===== src/rtl/mig_seq_eval_if.sv =====
// Bus bundle for mig_seq_eval: config port, input handshake and result handshake.
// With MIG_INV_EN defined, cfg_data gains three operand-complement bits on top.
interface mig_seq_eval_if #(
    parameter int N_IN    = 7,
    parameter int N_NODES = 6
);
    localparam int SEL_W = $clog2(N_IN + N_NODES + 1);
    localparam int AW    = (N_NODES > 1) ? $clog2(N_NODES) : 1;
`ifdef MIG_INV_EN
    localparam int CFG_W = 3 * SEL_W + 3;
`else
    localparam int CFG_W = 3 * SEL_W;
`endif

    logic               cfg_we;
    logic [AW-1:0]      cfg_addr;
    logic [CFG_W-1:0]   cfg_data;
    logic               cfg_drop;
    logic               in_valid;
    logic               in_ready;
    logic [N_IN-1:0]    x;
    logic               out_valid;
    logic               out_ready;
    logic               out;
    logic [N_NODES-1:0] nodes;

    modport master (
        output cfg_we, cfg_addr, cfg_data, in_valid, x, out_ready,
        input  cfg_drop, in_ready, out_valid, out, nodes
    );

    modport slave (
        input  cfg_we, cfg_addr, cfg_data, in_valid, x, out_ready,
        output cfg_drop, in_ready, out_valid, out, nodes
    );
endinterface


===== src/rtl/mig_seq_eval.sv =====
// Sequential majority-of-three network evaluator: one node per cycle in index order.
// Optional MIG_INV_EN adds a per-operand complement bit to every config entry.
module mig_seq_eval #(
    parameter int N_IN    = 7,
    parameter int N_NODES = 6
) (
    input  logic           clk,
    input  logic           rst_n,
    mig_seq_eval_if.slave  bus
);
    localparam int SEL_W = $clog2(N_IN + N_NODES + 1);
    localparam int AW    = (N_NODES > 1) ? $clog2(N_NODES) : 1;
`ifdef MIG_INV_EN
    localparam int CFG_W = 3 * SEL_W + 3;
`else
    localparam int CFG_W = 3 * SEL_W;
`endif

    typedef enum logic [1:0] {IDLE, EVAL, DONE} state_t;

    state_t             state_q, state_d;
    logic [CFG_W-1:0]   cfg_mem [N_NODES];
    logic [N_IN-1:0]    x_q;
    logic [N_NODES-1:0] node_q;
    logic [AW-1:0]      cnt_q;
    logic               drop_q;
    logic               cfg_ok, cfg_wr, accept, last_node;
    logic [CFG_W-1:0]   entry;
    logic               opa, opb, opc, node_val;

    // Only earlier nodes are visible to node k; self/forward and out-of-range selects read 0.
    function automatic logic operand(input logic [SEL_W-1:0] sel, input logic [AW-1:0] k,
                                     input logic [N_IN-1:0] xv, input logic [N_NODES-1:0] nv);
        logic v;
        v = 1'b0;
        for (int i = 0; i < N_IN; i++)
            if (int'(sel) == i + 1) v = xv[i];
        for (int j = 0; j < N_NODES; j++)
            if (int'(sel) == N_IN + 1 + j && j < int'(k)) v = nv[j];
        return v;
    endfunction

    function automatic logic maj3(input logic a, input logic b, input logic c);
        return (a & b) | (a & c) | (b & c);
    endfunction

    assign cfg_ok    = (state_q == IDLE) && (int'(bus.cfg_addr) < N_NODES);
    assign cfg_wr    = bus.cfg_we && cfg_ok;
    assign accept    = (state_q == IDLE) && bus.in_valid;
    assign last_node = (int'(cnt_q) == N_NODES - 1);

    always_comb begin
        entry = cfg_mem[cnt_q];
        opa   = operand(entry[SEL_W-1:0],         cnt_q, x_q, node_q);
        opb   = operand(entry[2*SEL_W-1:SEL_W],   cnt_q, x_q, node_q);
        opc   = operand(entry[3*SEL_W-1:2*SEL_W], cnt_q, x_q, node_q);
`ifdef MIG_INV_EN
        opa   = opa ^ entry[3*SEL_W];
        opb   = opb ^ entry[3*SEL_W+1];
        opc   = opc ^ entry[3*SEL_W+2];
`endif
        node_val = maj3(opa, opb, opc);
    end

    always_ff @(posedge clk) begin
        if (!rst_n) state_q <= IDLE;
        else        state_q <= state_d;
    end

    always_comb begin
        state_d = state_q;
        case (state_q)
            IDLE:    if (bus.in_valid) state_d = EVAL;
            EVAL:    if (last_node)    state_d = DONE;
            DONE:    if (bus.out_ready) state_d = IDLE;
            default: state_d = IDLE;
        endcase
    end

    always_comb begin
        bus.in_ready  = (state_q == IDLE) && rst_n;
        bus.out_valid = (state_q == DONE);
        bus.out       = node_q[N_NODES-1];
        bus.nodes     = node_q;
        bus.cfg_drop  = drop_q;
    end

    // A write in the same cycle as the accept lands first, so the new entry is evaluated.
    always_ff @(posedge clk) begin
        if (!rst_n) begin
            for (int i = 0; i < N_NODES; i++) cfg_mem[i] <= '0;
            x_q    <= '0;
            node_q <= '0;
            cnt_q  <= '0;
            drop_q <= 1'b0;
        end else begin
            drop_q <= bus.cfg_we && !cfg_ok;
            if (cfg_wr) cfg_mem[bus.cfg_addr] <= bus.cfg_data;
            if (accept) begin
                x_q   <= bus.x;
                cnt_q <= '0;
            end
            if (state_q == EVAL) begin
                node_q[cnt_q] <= node_val;
                cnt_q         <= cnt_q + 1'b1;
            end
        end
    end
endmodule


===== src/flat_wrapper.sv =====
// flat-port wrapper written by rule: the top's interface ports become plain ports
module mig_seq_eval_flat 
#(
    parameter int N_IN    = 7,
    parameter int N_NODES = 6
)
  (clk, rst_n, bus_cfg_we, bus_cfg_addr, bus_cfg_data, bus_in_valid, bus_x, bus_out_ready, bus_cfg_drop, bus_in_ready, bus_out_valid, bus_out, bus_nodes);
  mig_seq_eval_if #(.N_IN(N_IN), .N_NODES(N_NODES)) bus_i ();
  input  logic clk;
  input  logic rst_n;
  input wire logic [$bits(bus_i.cfg_we)-1:0] bus_cfg_we;
  input wire logic [$bits(bus_i.cfg_addr)-1:0] bus_cfg_addr;
  input wire logic [$bits(bus_i.cfg_data)-1:0] bus_cfg_data;
  input wire logic [$bits(bus_i.in_valid)-1:0] bus_in_valid;
  input wire logic [$bits(bus_i.x)-1:0] bus_x;
  input wire logic [$bits(bus_i.out_ready)-1:0] bus_out_ready;
  output wire logic [$bits(bus_i.cfg_drop)-1:0] bus_cfg_drop;
  output wire logic [$bits(bus_i.in_ready)-1:0] bus_in_ready;
  output wire logic [$bits(bus_i.out_valid)-1:0] bus_out_valid;
  output wire logic [$bits(bus_i.out)-1:0] bus_out;
  output wire logic [$bits(bus_i.nodes)-1:0] bus_nodes;
  assign bus_i.cfg_we = bus_cfg_we;
  assign bus_i.cfg_addr = bus_cfg_addr;
  assign bus_i.cfg_data = bus_cfg_data;
  assign bus_i.in_valid = bus_in_valid;
  assign bus_i.x = bus_x;
  assign bus_i.out_ready = bus_out_ready;
  assign bus_cfg_drop = bus_i.cfg_drop;
  assign bus_in_ready = bus_i.in_ready;
  assign bus_out_valid = bus_i.out_valid;
  assign bus_out = bus_i.out;
  assign bus_nodes = bus_i.nodes;
  mig_seq_eval #(.N_IN(N_IN), .N_NODES(N_NODES)) u_core (.clk(clk), .rst_n(rst_n), .bus(bus_i));
endmodule

===== config.mk =====
export PLATFORM = sky130hd
export DESIGN_NAME = mig_seq_eval_flat
export DESIGN_NICKNAME = d
export VERILOG_FILES = /design/src/rtl/mig_seq_eval_if.sv /design/src/rtl/mig_seq_eval.sv /design/src/flat_wrapper.sv
export SDC_FILE = /design/constraint.sdc
export NUM_CORES = 1
export LEC_CHECK = 0
export CAP_MARGIN = 5
export CORE_MARGIN = 4
export CORE_UTILIZATION = 55
export DETAILED_ROUTE_END_ITERATION = 8
export GPL_TIMING_DRIVEN = 0
export PLACE_DENSITY = 0.86
export SLEW_MARGIN = 20
export SYNTH_ARGS = -nofsm -noshare
export SYNTH_HDL_FRONTEND = slang
export SYNTH_SLANG_ARGS = --single-unit

===== constraint.sdc =====
create_clock -name clk -period 7.2 [get_ports clk]
set_input_delay 1.08 -clock clk [delete_from_list [all_inputs] [get_ports clk]]
set_output_delay 1.08 -clock clk [all_outputs]
set_load 0.02 [all_outputs]

; ---- After elaboration in Yosys (flattened, before gate mapping)
; Memories as Yosys holds them, arrays and structs flattened. A register that Yosys moved wholly into a read port is not among the register bits.
; Cells that the tools add are included.
[op_classes]
n_addsub = 1
n_mul = 0
div = 0
magnitude_cmp = 9
eq_ne = 45
n_shift = 0
n_mux = 57
n_bitwise = 5
n_reduce_logical = 29
[op_table]
columns = cell, n
row1 = 4-bit == test (second input constant), 24
row2 = 4-bit by 3-bit == test with 1-bit output (second input constant), 12
row3 = 1-bit two-way mux, 45
row4 = 1-bit logical AND, 24
row5 = 3-bit two-way mux, 5
row6 = 4-bit by 2-bit == test with 1-bit output (second input constant), 3
row7 = 12-bit two-way mux, 1
row8 = 12-bit OR reduction, 1
row9 = 6-bit bitwise mux, 1
row10 = 1-bit by 3-bit less-than comparator with 1-bit output (first input constant), 2
row11 = 2-bit by 3-bit less-than comparator with 1-bit output (first input constant), 2
row12 = 3-bit less-than comparator (first input constant), 2
row13 = 2-bit two-way mux, 3
row14 = 2-bit case mux with 3 select lines, 1
row15 = 3-bit by 4-bit less-than comparator with 1-bit output (second input constant), 1
row16 = 2-bit inequality test (second input constant), 2
row17 = 3-bit by 1-bit adder with 3-bit output (second input constant), 1
row18 = 1-bit AND, 3
row19 = 1-bit demux with 3-bit select, 1
row20 = 3-bit == test (second input constant), 1
row21 = 3-bit by 1-bit >= comparator with 1-bit output (second input constant), 1
row22 = 3-bit less-than comparator (second input constant), 1
row23 = 3-bit AND reduction, 1
row24 = 2-bit by 1-bit == test with 1-bit output (second input constant), 1
row25 = 6 further kinds, 7
[word_totals]
reg_bits = 19
latch_bits = 0
ramBits = 72
mem_bits_ro = 0
out_inout_bits = 10
word_cells = 152
n_memories = 1
[mem_list]
columns = memory, depth, word_bits, read_ports, rd_ports_with_merged_regs, wr, line
row1 = u_core.cfg_mem, 6, 12, 1, 1, 6, mig_seq_eval.sv:22  ; logic [CFG_W-1:0] cfg_mem [N_NODES];

; ---- Logic depth before layout (Yosys ltp)
; Gate-level depths: netlist (run 1).
[logic_depth]
depth_word = 18
mapped_depth = 12

; ---- Worst setup path after synthesis (run 1)
; Ideal clock, no wire load.
[synth_path]
path_type = input to register
from = input bus_cfg_addr[2]
to = memory u_core.cfg_mem[4][0] (netlist name), enable pin
setup_time_ps = 398
t_arrival_ps = 2724
t_required_ps = 6802
slack_ps = 4079
cell_stages = 5
n_path_buf = 1
path_cell_list = a21oi_1 > nor2b_1 > clkbuf_1 > inv_1 > o21ai_0
[synth_lines]
columns = item, line
row1 = start: declaration, flat_wrapper.sv:12  ; input wire logic [$bits(bus_i.cfg_addr)-1:0] bus_cfg_addr;
row2 = end: declaration, mig_seq_eval.sv:22

; ---- Worst setup path after layout (run 1)
[layout_path]
from = input rst_n
to = output bus_in_ready
[layout_via]
elab_chain_len = 1
[layout_lines]
columns = item, line
row1 = start: declaration, flat_wrapper.sv:10  ; input logic rst_n;
row2 = 1-bit logical AND, mig_seq_eval.sv:81  ; bus.in_ready = (state_q == IDLE) && rst_n;
row3 = end: declaration, flat_wrapper.sv:18  ; output wire logic [$bits(bus_i.in_ready)-1:0] bus_in_ready;
; No other way between the ends.

==> impl_metrics.tcl, run 1 <==
set metrics [dict create \
    antenna_found_initial 0 \
    vias_per_cell 6.09 \
    slowest_delay_ns 0.61 \
    cts_buffers 17 \
    first_pass_iters 5 \
    synth-xor-area-share_pct 0 \
    post_cts_buffers 0 \
    syn-cell-area_um2 5690 \
    gp_congestion 0.959 \
    yosys.area.top_type "edfxtp_1" \
    dieArea_um2 12000 \
    synth_top_family_by_area "simple AND/OR/NAND/NOR gates" \
    clock_latency_ns 0.54 \
    fin_hold_ws_ns 0.516 \
    setup_viol 0 \
    start_util_pct 57.4 \
    synthAdderAreaFrac_pct 0.659 \
    grt_pass1_vias 4257 \
    r2r_setup_slack_ns 4.02 \
    fp-row-count 36 \
    path_clk_slew_ns 0.06 \
    synth_edf_count 96 \
    clock.fmax_mhz 240 \
    tightest_slew_ns 0.835 \
    worstReg2RegEnd "u_core.cfg_mem[4][3]$_SDFFCE_PN0P_" \
    synth_cell_type_count 56 \
    die_h_um 110 \
    drv_slew 0 \
    drt_iter0_drc 482 \
    r2r_start "u_core.state_q[1]$_SDFFE_PN0P_" \
    vias 4290 \
    ys.flop_type "edfxtp_1" \
    grt_pass1_wl_mm 22.4 \
    final_layout_size_suffix_gt1_share_pct 13.7 \
    die_w_um 110 \
    final_area_um2 6910 \
    yosysWarnings 0 \
    routedWlPerCell_um 20.1 \
    synthSimpleGateAreaFrac_pct 14.4 \
    worst_clock_skew_ns 0.00983 \
    r2r_cells 6 \
    period_minus_slack_ns 4.16 \
    critical_path.endpoint "bus_in_ready" \
    io_buffer_count 36 \
    cts_resized 0 \
    synth-seq-cells 118 \
    synth_mux_area_share_pct 13.0 \
    fin_crit_sh_pct 57.8 \
    dpl_cell_area_um2 6320 \
    vdd_drop_max_v 0.000271 \
    critical-path-slowest-cell "clkdlybuf4s50_1" \
    clockRootBuffer "clkbuf_8" \
    synthToLayoutAreaGrowth_pct 21.3 \
    crit_arrival_ns 3.08 \
    cts.sink_count 118 \
    crit_chain "clkdlybuf4s50_1 > clkinv_1 > clkbuf_1 > nor2_1 > clkdlybuf4s50_1" \
    max-slew-margin-rel_pct 44.3 \
    ys_async_sr_fraction_pct 0 \
    p_leak_nw 2.56 \
    num_antenna_cells 0 \
    synth-compound-area-share_pct 9.36 \
    cp_num_buf_inv 4 \
    ios 37 \
    worst-endpoint-required_ns 6.12 \
    worst-path-stages 5 \
    setup-tns-final_ns 0 \
    grt_usage_pct 25.6 \
    postRouteAntennaNets 0 \
    hold_path.class "reg2reg" \
    status "finished clean" \
    crit_path_start_kind "primary input" \
    post-route-util_pct 69.7 \
    ctsLongestPathBuffers 2 \
    final_hold_viol_count 0 \
    path_class "in2out" \
    crit_top_cell "clkdlybuf4s50_1" \
    core_um2 9910 \
    drc 0 \
    yosys-top-cells-area "edfxtp_1 51%, mux4_2 7.9%, dfxtp_1 7.7%" \
    rsz0062_at_grt "no" \
    h-tree-depth 4 \
    worstSetupStartpoint "rst_n" \
    synthCells 479 \
    maxCapViolCount 0 \
    final_nets 588 \
    gr-total-overflow 0 \
    yosysSeqAreaShare_pct 58.4 \
    cp-end-kind "primary output" \
    power_per_cell_area_nw_per_um2 255 \
    synth_top_area_share_pct 50.6 \
    crit_family "buffers and inverters" \
    dp_hpwl_mm 9.40 \
    wl_mm 14.1 \
    cts_tree "done" \
    worstPathMaxFanout 10 \
    cts_hold_buf 0 \
    grt_max_degree 17 \
    syn_avg_cell_area_um2 11.9 \
]
## worst min path at each step
stage / startpoint / to / slack, ns / depth (start not counted)
after floorplan: u_core.x_q[3]$_SDFFE_PN0P_ / u_core.x_q[3]$_SDFFE_PN0P_ / 0.46 / 2
after global placement: u_core.x_q[6]$_SDFFE_PN0P_ / u_core.x_q[6]$_SDFFE_PN0P_ / 0.50 / 2
after detailed placement: u_core.x_q[2]$_SDFFE_PN0P_ / u_core.x_q[2]$_SDFFE_PN0P_ / 0.49 / 2
after CTS: u_core.x_q[2]$_SDFFE_PN0P_ / u_core.x_q[2]$_SDFFE_PN0P_ / 0.51 / 2
after global routing: u_core.x_q[6]$_SDFFE_PN0P_ / u_core.x_q[6]$_SDFFE_PN0P_ / 0.55 / 2
final: u_core.x_q[2]$_SDFFE_PN0P_ / u_core.x_q[2]$_SDFFE_PN0P_ / 0.52 / 2
## cells in the mapped netlist, drive strengths merged, types with 3 or more instances
cell type	n
edfxtp	96
nor2	86
nand2	53
inv	23
mux2i	23
dfxtp	22
mux4	20
a21oi	15
o21ai	15
clkbuf	13
a31oi	10
buf	10
o211ai	8
a22oi	7
and2	7
nor2b	7
a22o	5
and3	5
mux2	5
nand3	5
nand4	4
nor3	4
ha	3
nor3b	3
or2	3
## metal layers
| metal | GRT usage, % | share of wire (%) | wire length (µm) | vias up |
|---|---|---|---|---|
| met5 | 0 | 0 | 0 | - |
| met3 | 5.99 | 9.5 | 1350 | 45 |
| li1 | - | - | - | 1899 |
| met2 | 42.0 | 50 | 7030 | 272 |
| met1 | 31.6 | 37 | 5290 | 2074 |
| met4 | 13.6 | 3.3 | 469 | 0 |
## sequential cells by signal, summed over array words and instances (netlist names), named ones only
signal	count
u_core.state_q	2
u_core.cnt_q	3
u_core.x_q	7
u_core.bus.nodes	6
u_core.bus.cfg_drop	1
u_core.cfg_mem	96
## cell families (layout without fill, tap and decap cells)
group / after synthesis / in the layout
compound gates: 76 / 76
fa+ha+maj: 3 / 3
buf+inv: 47 / 116
flops: 118 / 118
mux: 48 / 48
other cells: 1 / 24
simple gates: 186 / 186
## layout by cell type, fill, tap and decap left out, types with 16 or more instances in the layout
| master | n |
|---|---|
| edfxtp_1 | 96 |
| nor2_1 | 86 |
| nand2_1 | 53 |
| clkdlybuf4s50_1 | 36 |
| conb_1 | 24 |
| mux2i_1 | 23 |
| dfxtp_1 | 22 |
| inv_1 | 21 |
| mux4_2 | 20 |
| clkbuf_16 | 16 |
## final cells by class
cell class                      count  area [µm²]
Fill cell                         671        3000
Sequential cell                   118        3320
Buffer                             23         146
Tap cell                          133         166
Clock inverter                     15         166
Inverter                           24        90.1
Timing Repair Buffer               37         372
Multi-Input combinational cell    337        2230
Clock buffer                       17         414
## worst min-delay path: cells and delay by family (launching register included)
kind,cells,cell delay [ns]
AOI/OAI and AO/OA,1,0.06
and+or+nand+nor,1,0.07
DFF,1,0.34
## power by group
| part | switching (mW) | internal [mW] | leakage, nW | total (mW) |
|---|---|---|---|---|
| Sequential | 0.0135 | 0.767 | 1.17 | 0.781 |
| Clock | 0.333 | 0.500 | 0.279 | 0.834 |
| Combinational | 0.0870 | 0.0562 | 1.11 | 0.143 |
## through the flow
step,power [mW],instances,setup WS (ns)
after floorplan,0.879,502,4.08
final,1.76,704,3.04
after global routing,1.81,704,2.94
after global placement,0.924,671,2.39
after detailed placement,0.932,672,3.07
after CTS,1.75,704,3.06
(Power assumes the default switching activity.)
==> run 2: changes to the inputs <==
--- a/config.mk
+++ b/config.mk
@@ -7,7 +7,7 @@
 export LEC_CHECK = 0
 export CAP_MARGIN = 5
 export CORE_MARGIN = 4
-export CORE_UTILIZATION = 55
+export CORE_UTILIZATION = 53
 export DETAILED_ROUTE_END_ITERATION = 8
 export GPL_TIMING_DRIVEN = 0
 export PLACE_DENSITY = 0.86
==> constraint.sdc (replaced) <==
create_clock -name clk -period 3.8 [get_ports clk]
set_input_delay 0.57 -clock clk [delete_from_list [all_inputs] [get_ports clk]]
set_output_delay 0.57 -clock clk [all_outputs]
set_load 0.02 [all_outputs]
==> run 2 against run 1 <==
Effect of this change:
- combinational power is 87% higher
- first-iteration DRC count is 5.8% higher
- power up 99%
- highest routed layer unchanged
- core utilization shrank 2.7 points
- via count shrank 1.5%
==> impl_metrics.tcl, run 2 (synthesis results as in run 1) <==
set metrics [dict create \
    cts.sink_count 118 \
    maxCapViolCount 0 \
    drc 0 \
    start_util_pct 54.7 \
    final_nets 588 \
    period_minus_slack_ns 3.27 \
    cp-end-kind "primary output" \
    dp_hpwl_mm 9.58 \
    crit_arrival_ns 2.70 \
    p_leak_nw 2.60 \
    drt_iter0_drc 510 \
    top_register "u_core.cfg_mem" \
    final_hold_viol_count 0 \
    ios 37 \
    gp_congestion 0.944 \
    drv_slew 0 \
    vias_per_cell 5.98 \
    grt_usage_pct 22.9 \
    post-place-ws_ns 0.384 \
    hold_path.class "reg2reg" \
    fp-row-count 37 \
    wl_mm 13.8 \
    fin_crit_sh_pct 86.1 \
    clock.fmax_mhz 306 \
    num_antenna_cells 0 \
    setup_viol 0 \
    crit_family "buffers and inverters" \
    ctsLongestPathBuffers 2 \
    p_total_mw 3.50 \
    crit_path_start_kind "primary input" \
    clockRootBuffer "clkbuf_8" \
    antenna_found_initial 0 \
    core_um2 10400 \
    crit_chain "clkdlybuf4s50_1 > clkinv_1 > clkbuf_1 > nor2_1 > clkdlybuf4s50_1" \
    synthToLayoutAreaGrowth_pct 22.6 \
    path_class "in2out" \
    final_common_cell "edfxtp_1" \
    power_per_cell_area_nw_per_um2 502 \
    cts_hold_buf 0 \
    grt_pass1_wl_mm 21.7 \
    postRouteAntennaNets 0 \
    final_cell_mix "96 x edfxtp_1, 86 x nor2_1, 53 x nand2_1" \
    slowest_delay_ns 0.68 \
    path_clk_slew_ns 0.05 \
    clock_latency_ns 0.52 \
    rsz0062_at_grt "no" \
    status "finished clean" \
    dieArea_um2 12500 \
    grt_use_met1_pct 25.5 \
    setup_ws_ns 0.530 \
    top_usage_layer "met2" \
    r2r_setup_slack_ns 0.74 \
    h-tree-depth 4 \
    worst-endpoint-required_ns 3.23 \
    crit_top_cell "clkdlybuf4s50_1" \
    io_buffer_count 36 \
    cts_tree "done" \
    critical-path-slowest-cell "clkdlybuf4s50_1" \
    worst_clock_skew_ns 0.00689 \
    cts_buffers 17 \
    grt_max_degree 17 \
    use_met2_pct 39.9 \
    grt_use_met3_pct 6.79 \
    first_pass_iters 5 \
    cts_resized 0 \
    vdd_drop_max_v 0.000363 \
    post_cts_buffers 0 \
    worstPathMaxFanout 10 \
    die_h_um 112 \
    cp_num_buf_inv 4 \
    gr-total-overflow 0 \
    post-route-util_pct 67.0 \
    final_layout_size_suffix_gt1_share_pct 13.5 \
    vias 4225 \
    tightest_slew_ns 0.799 \
    routedWlPerCell_um 19.5 \
    die_w_um 112 \
    max-slew-margin-rel_pct 46.7 \
    grt_pass1_vias 4311 \
    largest_reg_flops 96 \
]
-- run 2: cell count changes in the layout (fill, tap and decap cells not counted) --
cell and change:
bufinv_16 +4, clkbuf_1 +2, clkinv_1 -1, clkinv_2 +2, clkinvlp_4 -1, inv_6 -4
inv_8 -2
-- run 2: routing by layer --
| layer | up-vias | part of all wire (%) |
|---|---|---|
| li1 | 1894 | - |
| met1 | 2074 | 37 |
| met2 | 222 | 52 |
| met5 | - | 0 |
| met3 | 35 | 7.7 |
| met4 | 0 | 2.9 |
-- run 2: worst reg2reg max path, delay by kind of cell, from the launching register on --
family	cells	cell delay [ns]
compound gates	2	0.85
simple gates	2	0.78
buf+inv	2	0.67
flops	1	0.38
-- run 2: stage by stage --
stage	area, µm²	cells	hold WS, ns	TNS, ns
CTS	6980	707	0.508	0
detailed placement	6330	675	0.501	0
finish	6980	707	0.512	0
global route	6980	707	0.537	0
global placement	6310	674	0.499	-4.99
floorplan	5780	502	0.460	0
-- run 2: area by class of cell --
cell class              instances  area (µm²)
clock buffers                  19         422
multi-input cells             337        2230
flip-flops and latches        118        3320
plain buffers                  23         146
inverters                      24        90.1
clock inverters                13         228
well taps                     136         170
fillers                       765        3440
repair buffers                 37         372
-- run 2: worst paths after layout --
path | from | endpoint | cells past startpoint
min reg2reg | u_core.x_q[6]$_SDFFE_PN0P_ | u_core.x_q[6]$_SDFFE_PN0P_ | 2
max | rst_n | bus_in_ready | 5
min | u_core.x_q[6]$_SDFFE_PN0P_ | u_core.x_q[6]$_SDFFE_PN0P_ | 2
max reg2reg | u_core.state_q[1]$_SDFFE_PN0P_ | u_core.cfg_mem[4][5]$_SDFFCE_PN0P_ | 6
-- run 2: power by group --
group          switching [mW]  internal, mW  total (mW)
Clock                   0.561          1.20        1.76
Combinational           0.162         0.106       0.268
Sequential             0.0254          1.45        1.48
Total                   0.748          2.76        3.50
==> edit: new RTL, config.mk and constraints of run 1 <==
Reset style: asynchronous (`rst_n`), changed in 2 clocked blocks.
--- a/src/rtl/mig_seq_eval.sv
+++ b/src/rtl/mig_seq_eval.sv
@@ -62,7 +62,7 @@
         node_val = maj3(opa, opb, opc);
     end
 
-    always_ff @(posedge clk) begin
+    always_ff @(posedge clk or negedge rst_n) begin
         if (!rst_n) state_q <= IDLE;
         else        state_q <= state_d;
     end
@@ -86,7 +86,7 @@
     end
 
     // A write in the same cycle as the accept lands first, so the new entry is evaluated.
-    always_ff @(posedge clk) begin
+    always_ff @(posedge clk or negedge rst_n) begin
         if (!rst_n) begin
             for (int i = 0; i < N_NODES; i++) cfg_mem[i] <= '0;
             x_q    <= '0;
Check against the original RTL: differs if rst_n is asserted again (counterexample within 4 cycles, from zero or initial values and one cycle with rst_n low); with rst_n held inactive, the same outputs for 4 cycles.
==> edit against run 1 <==
Routed wire length shrank 20%; worst hold slack lost 0.0054 ns; critical path type is now reg -> reg; sequential cell count shrank 27; worst setup slack gained 0.69 ns; largest cell class is now multi-input gates; cell area shrank 20%; synthesized cell count shrank 16%; sequential share of layout area shrank 6.7 points; area after synthesis shrank 16%.
Power is not compared: it rests on default switching activity, and its combinational part moved more than twofold at a synthesized area within 25%.
==> edit: results (changes against run 1) <==
vias 3517 (-18%); Placed Instances 542 (-19%); clk_skew 0.00790 ns (-0.00193 ns); # diodes 0 (unchanged); crit path DAT 3.70 ns (+0.62 ns); total CTS buffers 9 (-8); Distinct cells, synth 51 (-8.9%); post-synthesis sequential area ratio 47.6% (-11 points); synth warn 0 (unchanged); cts repair resizes 0 (unchanged); antenna violations before repair 0 (unchanged); max-cap violations 0 (unchanged); DR vias/cell 6.30 (+3.4%); clock latency on the worst-skew pair 0.37 ns (-0.17 ns); clock root buffer master clkbuf_8; Clock transition at path regs 0.08 ns (+0.02 ns); drt pass-1 iters 5 (unchanged); most frequent cells after synthesis 91 x dfrtp_1, 89 x mux2_2, 23 x mux2i_1, 23 x nand2_1, 16 x nor2_1; Largest register FFs 72 (-25%); Pleak 2.44 nW; RePlAce Congestion 0.958 (-0.13%); largest reg by FF count u_core.cfg_mem; min-delay worst type reg -> reg; wire per inst 20.2 um (+0.46%); Final nets 478 (-19%); first-pass GRT wire length 18900 um (-16%); CP Max Fanout 10 (unchanged); critical path's slowest cell nor3_1; worst stage delay on the critical path 0.62 ns; Syn Inst Count 400 (-16%); Total GRT Usage 24.1% (-1.5 points); fraction of layout cells with a size suffix above 1 29.1% (+15 points); vias in the first global route 3716 (-13%); fraction of registers with async set/reset 100% (+100 points); hpwl dp 8120 um (-14%); Slew HR 25.6% (-19 points); CP top delay family compound AO/OA/AOI/OAI gates; status finished, final reports clean; post-synthesis net count 430; postcts setup bufs 0 (unchanged); initial DRC count 260 (-46%); clock buffer depth 2 (unchanged); htree depth 3 (-1); worst vdd ir 0.000148 V; Area contributors post-synth dfrtp_1 48%, mux2_2 21%, mux2i_1 4.8%; largest net degree at the start of global routing 54 (+37)
==> edit: changes by cell type after synthesis, sizes merged, moves of 9 or more <==
| cell | before | now |
|---|---|---|
| nand3 | 5 | 14 |
| mux2 | 5 | 90 |
| nand2 | 53 | 23 |
| mux4 | 20 | 7 |
| inv | 23 | 6 |
| dfxtp | 22 | 0 |
| dfrtp | 0 | 91 |
| edfxtp | 96 | 0 |
| nor2 | 86 | 16 |
| nand2b | 1 | 12 |
==> edit: path summary, 6_finish.rpt <==
kind                                    start                   to  slack (ns)  cells past startpoint
min                        u_core.cfg_mem[61]   u_core.cfg_mem[61]        0.51                      1
max                           u_core.cnt_q[1]  u_core.bus.nodes[1]        3.73                     10
min reg2reg                u_core.cfg_mem[61]   u_core.cfg_mem[61]        0.51                      1
max reg2reg                   u_core.cnt_q[1]  u_core.bus.nodes[1]        3.73                     10
min in group asynchronous               rst_n   u_core.cfg_mem[52]        0.68                      1
max in group asynchronous               rst_n    u_core.cfg_mem[8]        5.88                      2
==> edit: cell type report <==
cell class	count	area (sq um)
Buffer	23	110
Clock buffer	11	151
Clock inverter	5	42.5
Fill cell	582	2850
Inverter	7	26.3
Multi-Input combinational cell	279	2370
Sequential cell	91	2280
Tap cell	105	131
Timing Repair Buffer	37	385
==> edit: report_power, final <==
group / leakage (nW) / internal, W / switching [W]
logic: 1.17 / 0.000571 / 0.000656
clock network: 0.0965 / 0.000148 / 0.000184
registers: 1.17 / 0.000719 / 0.000147
==> edit: worst register-to-register path, delay by kind of cell (launching register included) <==
kind / cells / cell delay [ns]
flip-flops: 1 / 0.51
AND/OR/NAND/NOR: 2 / 0.83
multiplexers: 1 / 0.20
AO/OA/AOI/OAI: 4 / 0.95
buffers and inverters: 3 / 0.84
==> edit: cells by family (layout without fill, tap and decap cells) <==
logic type	Yosys count	in the layout	share of synthesized area (%)
multiplexers	120	120	29.4
AND/OR/NAND/NOR	94	94	9.83
flip-flops	91	91	47.6
AO/OA/AOI/OAI	62	62	9.57
buffers and inverters	30	83	2.85
adder cells (fa/ha/maj)	3	3	0.785
==> edit: layer usage <==
metal  global-route usage (%)  share of wire, %
met5                        0                 0
met4                     10.0               2.5
met3                     6.20               6.8
met2                     39.0                49
met1                     30.8                42
==> edit: metrics by stage <==
stage	setup slack, ns	cell area (sq um)
after detailed placement	3.77	5300
final	3.73	5500
after global placement	0.742	5280
after CTS	3.77	5500
after global routing	3.50	5500
after floorplan	4.37	4780
